## src/rtl/csa_resolve_pkg.sv

```systemverilog
// Shared types and constants for the redundant-pair resolve stage.
package csa_resolve_pkg;

  // Defaults shared with the squaring compressor tree.
  localparam int CSA_WIDTH = 64;
  localparam int CSA_SEG_W = 16;

  typedef enum logic [1:0] {
    IDLE = 2'd0,
    ADD  = 2'd1,
    OUT  = 2'd2
  } state_e;

  // Segments needed to cover the WIDTH+2 result bits.
  function automatic int num_seg(input int width, input int seg_w);
    return (width + 2 + seg_w - 1) / seg_w;
  endfunction

endpackage

```

## src/rtl/csa_seg_add.sv

```systemverilog
// One SEG_W-bit slice of the carry-propagate add, carry in and carry out.
module csa_seg_add #(
  parameter int SEG_W = 16
) (
  input  logic [SEG_W-1:0] a_i,
  input  logic [SEG_W-1:0] b_i,
  input  logic             ci_i,
  output logic [SEG_W-1:0] s_o,
  output logic             co_o
);

  assign {co_o, s_o} = {1'b0, a_i} + {1'b0, b_i} + {{SEG_W{1'b0}}, ci_i};

endmodule

```

## src/rtl/csa_resolve_seq.sv

```systemverilog
// Resolves a (sum, carry) redundant pair to binary, one segment per cycle.
module csa_resolve_seq
  import csa_resolve_pkg::*;
#(
  parameter int WIDTH = CSA_WIDTH,
  parameter int SEG_W = CSA_SEG_W
) (
  input  logic             clk,
  input  logic             rst_n,
  input  logic             in_valid,
  output logic             in_ready,
  input  logic [WIDTH-1:0] in_sum,
  input  logic [WIDTH-1:0] in_carry,
  output logic             out_valid,
  input  logic             out_ready,
  output logic [WIDTH+1:0] out_data,
  output logic             busy
);

  localparam int NUM_SEG = num_seg(WIDTH, SEG_W);
  localparam int OP_W    = NUM_SEG * SEG_W;
  localparam int RES_W   = WIDTH + 2;
  localparam int CNT_W   = (NUM_SEG > 1) ? $clog2(NUM_SEG) : 1;
  localparam logic [CNT_W-1:0] LAST_SEG = CNT_W'(NUM_SEG - 1);

  state_e                           state_q, state_d;
  logic [CNT_W-1:0]                 seg_cnt_q, seg_cnt_d;
  logic                             cy_q, cy_d;
  logic [NUM_SEG-1:0][SEG_W-1:0]    a_q, a_d, b_q, b_d;
  logic [RES_W-1:0]                 res_q, res_d;
  logic                             wr_en;
  logic [SEG_W-1:0]                 seg_sum;
  logic                             seg_co;

  // Single shared slice adder; operands are muxed by the segment counter.
  csa_seg_add #(.SEG_W(SEG_W)) u_seg_add (
    .a_i  (a_q[seg_cnt_q]),
    .b_i  (b_q[seg_cnt_q]),
    .ci_i (cy_q),
    .s_o  (seg_sum),
    .co_o (seg_co)
  );

  // Result write-back per segment; the top segment is clipped to RES_W so
  // the always-zero pad bits are never stored.
  for (genvar k = 0; k < NUM_SEG; k++) begin : g_seg
    localparam int LO  = k * SEG_W;
    localparam int LEN = ((k + 1) * SEG_W > RES_W) ? (RES_W - LO) : SEG_W;
    assign res_d[LO +: LEN] = (wr_en && seg_cnt_q == CNT_W'(k)) ? seg_sum[LEN-1:0]
                                                                : res_q[LO +: LEN];
  end

  // Next-state and datapath control.
  always_comb begin
    state_d   = state_q;
    seg_cnt_d = seg_cnt_q;
    cy_d      = cy_q;
    a_d       = a_q;
    b_d       = b_q;
    wr_en     = 1'b0;
    unique case (state_q)
      IDLE: begin
        if (in_valid) begin
          a_d       = OP_W'(in_sum);
          b_d       = OP_W'({in_carry, 1'b0});
          seg_cnt_d = '0;
          cy_d      = 1'b0;
          state_d   = ADD;
        end
      end
      ADD: begin
        wr_en     = 1'b1;
        cy_d      = seg_co;
        seg_cnt_d = seg_cnt_q + CNT_W'(1);
        if (seg_cnt_q == LAST_SEG) begin
          // Final carry is always zero for in-range operands.
          seg_cnt_d = '0;
          state_d   = OUT;
        end
      end
      OUT: begin
        if (out_ready) state_d = IDLE;
      end
      default: state_d = IDLE;
    endcase
  end

  // State and datapath registers; reset aborts any operation in flight.
  always_ff @(posedge clk or negedge rst_n) begin
    if (!rst_n) begin
      state_q   <= IDLE;
      seg_cnt_q <= '0;
      cy_q      <= 1'b0;
      a_q       <= '0;
      b_q       <= '0;
      res_q     <= '0;
    end else begin
      state_q   <= state_d;
      seg_cnt_q <= seg_cnt_d;
      cy_q      <= cy_d;
      a_q       <= a_d;
      b_q       <= b_d;
      res_q     <= res_d;
    end
  end

  assign in_ready  = (state_q == IDLE);
  assign out_valid = (state_q == OUT);
  assign busy      = (state_q != IDLE);
  assign out_data  = res_q;

endmodule

```

## config.mk

```make
export PLATFORM = sky130hd
export DESIGN_NAME = csa_resolve_seq
export DESIGN_NICKNAME = d
export VERILOG_FILES = /design/src/rtl/csa_resolve_pkg.sv /design/src/rtl/csa_seg_add.sv /design/src/rtl/csa_resolve_seq.sv
export SDC_FILE = /design/constraint.sdc
export NUM_CORES = 1
export LEC_CHECK = 0
export CORE_MARGIN = 2
export CORE_UTILIZATION = 50
export DETAILED_ROUTE_END_ITERATION = 10
export PLACE_DENSITY = 0.79
export SLEW_MARGIN = 40
export SYNTH_ARGS = -nofsm -noshare
export SYNTH_HDL_FRONTEND = slang
export SYNTH_SLANG_ARGS = --single-unit
```

## constraint.sdc

```tcl
create_clock -name clk -period 4.7 [get_ports clk]
set_clock_uncertainty 0.15 [all_clocks]
set_input_delay 0.94 -clock clk [delete_from_list [all_inputs] [get_ports clk]]
set_output_delay 0.94 -clock clk [all_outputs]
set_load 0.005 [all_outputs]
```

==> results.md <==
- Syn nets: 923
- CP top delay family: compound AO/OA/AOI/OAI gates
- Drt first-iter violations: 311
- #FFs+latches synth: 200
- Length in cells of the worst reg-to-reg path: 10
- Synthesized area: 0.00955 sq mm
- Worst hold path class: in2async
- Grt ovf: 0
- GP Congestion: 0.863
- Setup tns final: 0 ns
- Area Growth Syn to Fin: 28.7%
- Static Leak: 5.18 nW
- Clk pin slew, worst setup/hold paths: 0.07 ns
- CP peak stage delay: 0.74 ns
- Syn. warnings: 0
- Final WL: 21900 um
- P_int: 0.00598 W
- Largest net degree at the start of global routing: 129
- Dpl hpwl: 16100 um
- Switching share of power: 39.9%
- Vias in the first global route: 6647
- Seq/Total Area, Yosys: 52.4%
- Synth Instances: 769
- Fillers: 1431
- Crit path max fanout: 28
- Reg2Reg Setup Slack: 1.00 ns
- Vias: 6709
- Hold buffers post-CTS: 0
- Synth unique cells: 56
- Crit path DAT: 3.92 ns
- Root buffer cell: clkbuf_16
- RSZ-0062 raised after global routing: false
- Initial antenna violation count: 2
- Power share of the clock group: 14.3%
- Total track usage: 22.7%
- Syn Area/Cell: 12.4 sq um
- Period utilisation layout: 78.6%
- P_sw: 0.00397 W
- Setup Viol. Count Final: 0
- I/O Buffers: 200
- Crit path kind: reg2reg
- CTS tree: yes
- Layout cells sized above 1: 22.4%
- Maximum vdd drop: 0.000409 V
- Fmax: 271 MHz
- Pwr/cell area: 810 mW/mm^2
- Hold Worst Slack: 0.316 ns
- Final nets: 1105
- Num CTS Buffers: 17
- Critical path buffers and inverters: 1
- Critical Path Sink Type: register
- Global-route wire length before repair: 35400 um
- Synth async-reset ratio: 100%
- H-tree levels: 4
- Slew @ Worst Pin: 0.690 ns
- Clock sink count: 200
- Postcts setup bufs: 0
- # rows: 50
- CP startpoint kind: register
- Fin crit period: 3.70 ns
- Critical Path Stages: 10
- Clk_lat worst skew: 0.44 ns
- Reg2reg end: out_data[29]
- Clock Tree Buf Depth: 2
- Max-cap viol count: 0
- Worst path cell trace: buf_4, mux4_2, and2_1, ha_1, a21o_1, a31oi_1, o221ai_1, a2111oi_0, nor2_1, nand2_1
- Status: completed
- Final hold violation count: 0
- WL per Instance: 18.3 um
- Flop pwr share: 31.7%
- Core Region: 0.0187 sq mm
- Die Width: 142 um
- EDFF count, synth: 0
- Logic gate share of total power: 54.0%
- Critical R2R Launch: seg_cnt_q[0]
- # DRC: 0
- Slew Limit Fails: 0
- Slew HR: 54.0%
- Die area: 0.0202 sq mm
- Resized cells post-CTS: 0
- Ys flop type: dfrtp_1
- Antenna-violating nets left: 0
- Die height: 142 um
- Required @ worst endpoint: 4.92 ns
- Routed vias/inst: 5.60
- Initial Util: 51.0%
- IO Count: 201
- Pre-antenna DRT Iters: 5
- Critical-path top delay cell: dfrtp_4
## synth_stat cells, drive strengths merged, types with 2 or more instances
cell type | number | area share (%)
mux2 | 129 | 15
mux4 | 29 | 6.8
nand2 | 88 | 3.5
a21o | 8 | 0.63
mux2i | 4 | 0.42
a2111oi | 3 | 0.28
nor3 | 6 | 0.31
nand4 | 7 | 0.46
a21oi | 17 | 0.89
nor2b | 5 | 0.33
and2 | 33 | 2.2
inv | 9 | 0.35
or2 | 2 | 0.13
o21ai | 65 | 3.4
clkbuf | 21 | 0.83
nor2 | 12 | 0.47
xnor2 | 6 | 0.63
nand2b | 3 | 0.20
a211oi | 5 | 0.39
and3 | 4 | 0.28
or3 | 6 | 0.39
o21a | 6 | 0.47
nand3 | 18 | 1.0
o31a | 2 | 0.18
a22oi | 3 | 0.24
o31ai | 5 | 0.39
o21bai | 3 | 0.24
a31oi | 4 | 0.33
ha | 20 | 2.6
buf | 25 | 1.7
fa | 2 | 0.42
a22o | 3 | 0.28
dfrtp | 200 | 52
or4 | 3 | 0.24
## layout by cell type (no fill, tap or decap), types with 3 or more instances in the layout
cell type	netlist	final
nand2_2	1	4
nor3_1	6	6
mux4_2	29	29
and2_1	33	32
mux2i_1	4	4
and3_1	3	3
clkbuf_16	0	18
a211oi_1	5	5
o21ai_0	60	60
o21a_1	6	6
nand2_1	87	84
o31ai_1	5	5
a31oi_1	3	3
xnor2_1	5	5
o21ai_1	5	5
buf_4	13	8
a21oi_1	17	17
or3_1	6	6
nand2b_1	3	3
a21o_1	8	8
nor2_1	12	12
clkdlybuf4s50_1	0	199
nand3_1	17	17
a2111oi_0	3	3
or4_1	3	3
inv_1	9	9
mux2_2	129	129
dfrtp_1	200	198
a22o_1	3	3
nor2b_1	5	5
inv_6	0	5
a22oi_1	3	3
ha_1	20	20
nand4_1	7	7
o21bai_1	3	3
## flip-flops by register name, summed over array words and instances (netlist names)
register,flops
seg_cnt_q,3
out_data,66
a_q,64
cy_q,1
state_q,2
b_q,64
## cells by family (layout without fill, tap and decap cells)
group / Yosys count / after routing / share of synthesized area (%)
flip-flops: 200 / 200 / 52.4
AND/OR/NAND/NOR: 189 / 189 / 9.66
multiplexers: 162 / 162 / 22.5
AO/OA/AOI/OAI: 134 / 134 / 8.78
buffers and inverters: 55 / 250 / 2.88
adder cells (fa/ha/maj): 22 / 22 / 3.04
XOR/XNOR: 7 / 7 / 0.721
other: 0 / 1 / 0
## per-stage QoR
stage / util, % / total power, W / cells / cell area, sq um / setup slack (ns)
finish: 65.7 / 0.00995 / 1199 / 12300 / 1.00
global route: 65.7 / 0.0107 / 1198 / 12300 / 0.742
CTS: 65.7 / 0.0100 / 1198 / 12300 / 0.753
detailed placement: 62.6 / 0.00855 / 1166 / 11700 / 0.768
global placement: 62.5 / 0.00838 / 1166 / 11700 / 0.844
floorplan: - / 0.00680 / 769 / 9550 / 1.25
## layout make-up
type	instances	area, sq um	share of cell area (%)
Antenna cell	1	2.50	0.0204
Clock buffer	19	433	3.52
Clock inverter	13	141	1.15
Inverter	9	33.8	0.275
Multi-Input combinational cell	514	4280	34.8
Sequential cell	200	5010	40.8
Tap cell	234	293	2.38
Timing Repair Buffer	209	2100	17.1
## power by group through the flow
stage | Sequential (W) | Combinational (W) | Clock (W)
final | 0.00316 | 0.00537 | 0.00142
after global routing | 0.00328 | 0.00591 | 0.00152
after CTS | 0.00317 | 0.00539 | 0.00145
after detailed placement | 0.00320 | 0.00536 | 0
after global placement | 0.00316 | 0.00522 | 0
after floorplan | 0.00295 | 0.00385 | 0
## worst register-to-register path: cells and delay by family, from the launching register on
kind	cells	cell delay, ns
AOI/OAI and AO/OA	4	1.13
DFF	1	0.74
muxes	1	0.52
and+or+nand+nor	3	0.41
adders and majority gates	1	0.37
buffers and inverters	1	0.31
## metal layers
layer / up-vias / GRT usage (%) / wire length [um]
li1: 3146 / - / -
met1: 3293 / 32.1 / 9870
met2: 240 / 34.5 / 9990
met3: 26 / 7.20 / 1790
met4: 4 / 5.42 / 223
met5: - / 0 / 23
## how the worst max path moves through the flow
stage / from / end / slack [ns]
2_1_floorplan: seg_cnt_q[1] / out_data[62] / 1.25
3_3_place_gp: seg_cnt_q[0] / cy_q / 0.84
3_5_place_dp: seg_cnt_q[0] / out_data[27] / 0.77
4_1_cts: seg_cnt_q[0] / out_data[27] / 0.75
5_1_grt: seg_cnt_q[0] / out_data[13] / 0.74
6_report: seg_cnt_q[0] / out_data[29] / 1.00
Power figures use the tool's default switching activity.
==> RTL change, RTL diff (same settings) <==
Change the package constant `CSA_WIDTH` from 64 to 256.
--- a/src/rtl/csa_resolve_pkg.sv
+++ b/src/rtl/csa_resolve_pkg.sv
@@ -2,7 +2,7 @@
 package csa_resolve_pkg;
 
   // Defaults shared with the squaring compressor tree.
-  localparam int CSA_WIDTH = 64;
+  localparam int CSA_WIDTH = 256;
   localparam int CSA_SEG_W = 16;
 
   typedef enum logic [1:0] {
Interface: changed (resized in_carry, in_sum and out_data); port bits go from 201 to 777. No check against the original RTL was run, so the function may have changed too.
==> RTL change against the original RTL <==
  * Sequential cell count up 578
  * Non-clock buffer count rose by 680
  * Cell area increased to 3.8 times the old value
  * First-iteration DRC count rose to 7.1 times the old value
  * Critical path depth grew 4
  * Area after synthesis rose to 3.5 times the old value
  * Critical endpoint is now out_data[191]$_DFFE_PN0P_
  * Power grew to 4.4 times the old value
  * Core utilization rose by 3.3 points
  * Via count grew to 3.7 times the old value
  * Routed wire length grew to 5.2 times the old value
  * Worst setup slack lost 0.85 ns
==> RTL change: results (changes against the original RTL) <==
Run status
  • Run status: finished, final reports clean

Pwr
  • P_comb: 25300 uW (+370%)
  • Static leakage: 0.0192 uW (+270%)
  • Int Power: 25400 uW (+320%)
  • Max VDD drop: 1.77 mV (+330%)
  • Sequential share of power: 27.5% (-4.2 points)

Worst setup path
  • R2R depth: 14 (+4)
  • Slowest-stage cell, CP: mux4_2
  • CP Max Fanout: 18 (-36%)
  • Crit path largest cell delay: 0.56 ns (-0.18 ns)

Placement
  • Detailed Place HPWL: 85900 um (+430%)
  • GPL Wtd Cong: 0.938 (+8.7%)
  • Post-place setup slack: 0.00320 ns (-0.765 ns)
  • I/O Buffers: 776 (+290%)

Global route
  • GR met2 Demand/Resource: 52.1% (+18 points)
  • Initial antenna violation count: 84 (+82)
  • Largest net degree at the start of global routing: 110 (-15%)
  • Global-route wire length before repair: 168000 um (+370%)
  • GRT Overall Usage: 32.7% (+10 points)
  • Vias in the first global route: 25400 (+280%)
  • Met3 Use GR: 8.66% (+1.5 points)

Clocking
  • CTS H-tree depth: 3 (-1)
  • Cts bufs inserted: 82 (+65)
  • CTS Sinks: 778 (+290%)
  • Clk_lat worst skew: 0.63 ns (+0.19 ns)
  • Clock-pin transition on the worst setup and hold timing paths: 0.06 ns
  • Clock Tree Buf Depth: 3 (+1)

Cells and area
  • Fillcell total: 4588 (+220%)
  • Largest register FFs: 258 (+290%)
  • Nets: 3762 (+240%)

STA
  • Max-slew headroom: 54.4% (+0.40 points)

Routing
  • Wire per inst: 27.0 um (+48%)
  • Drt first-iter violations: 2208 (+610%)
  • Drt via density: 5.83 (+4.3%)

Yosys
  • Sequential cell area fraction in the yosys report: 57.6% (+5.2 points)
  • Synth Net Count: 2969 (+220%)
  • Most area-consuming cells after synthesis: dfrtp_1 (58%), mux2_2 (17%), mux4_2 (10%)
==> RTL change: cell count changes after synthesis, sizes merged, moves of 128 or more <==
cell	delta
clkbuf	+132
nand2	+194
o21ai	+166
mux2	+383
dfrtp	+578
mux4	+128
==> RTL change: cell families after synthesis <==
group / Yosys count / synth area share [%]
and+or+nand+nor: 429 / 5.52
adders and majority gates: 22 / 0.859
muxes: 681 / 27.9
buffers and inverters: 190 / 2.28
AOI/OAI and AO/OA: 319 / 5.52
xor gates and xnor gates: 12 / 0.366
DFF: 778 / 57.6
==> RTL change: worst max-delay path: cells and delay by family (launching register included) <==
| kind | cells | cell delay [ns] |
|---|---|---|
| AO/OA/AOI/OAI | 3 | 0.78 |
| XOR/XNOR | 1 | 0.21 |
| adder cells (fa/ha/maj) | 1 | 0.33 |
| buffers and inverters | 4 | 0.69 |
| flip-flops | 1 | 0.47 |
| multiplexers | 2 | 1.10 |
| AND/OR/NAND/NOR | 3 | 0.62 |
==> RTL change: path summary, 6_finish.rpt <==
path	startpoint	end	slack, ns
worst max-delay path	seg_cnt_q[0]$_DFFE_PN0P_	out_data[191]$_DFFE_PN0P_	0.15
worst min-delay path	rst_n	out_data[102]$_DFFE_PN0P_	0.07
worst max register to register	seg_cnt_q[0]$_DFFE_PN0P_	out_data[191]$_DFFE_PN0P_	0.15
worst min register to register	out_data[106]$_DFFE_PN0P_	out_data[106]$_DFFE_PN0P_	0.32
max in group asynchronous	rst_n	a_q[82]$_DFFE_PN0P_	2.96
min in group clk	out_data[106]$_DFFE_PN0P_	out_data[106]$_DFFE_PN0P_	0.32
==> RTL change: what timing repair did <==
action	in CTS	in global routing
endpoints found under the setup margin	8	28
pin swaps	0	1
gates cloned	0	2
gates resized for setup	1	4
setup buffers	0	8
==> RTL change: layer usage <==
layer / vias up / share of wire, %
li1: 10400 / -
met1: 12600 / 38
met2: 1185 / 49
met3: 317 / 8.3
met4: 48 / 4.9
met5: - / 0.28
==> RTL change: final cells by class <==
| class | instances | share of cell area (%) |
|---|---|---|
| antenna | 57 | 0.308 |
| clock buffer | 116 | 5.13 |
| clock inverter | 33 | 0.820 |
| inverter | 10 | 0.0811 |
| multi-input combinational | 1463 | 29.6 |
| sequential | 778 | 42.1 |
| tap | 873 | 2.36 |
| timing repair buffer | 889 | 19.6 |
==> RTL change: per-stage QoR <==
stage	instance area, um2	instances	total power, uW
2_1_floorplan	33800	2431	24100
3_3_place_gp	43200	4002	35900
3_5_place_dp	43200	4003	36800
4_1_cts	46000	4152	43600
5_1_grt	46200	4213	46000
6_report	46300	4219	44000
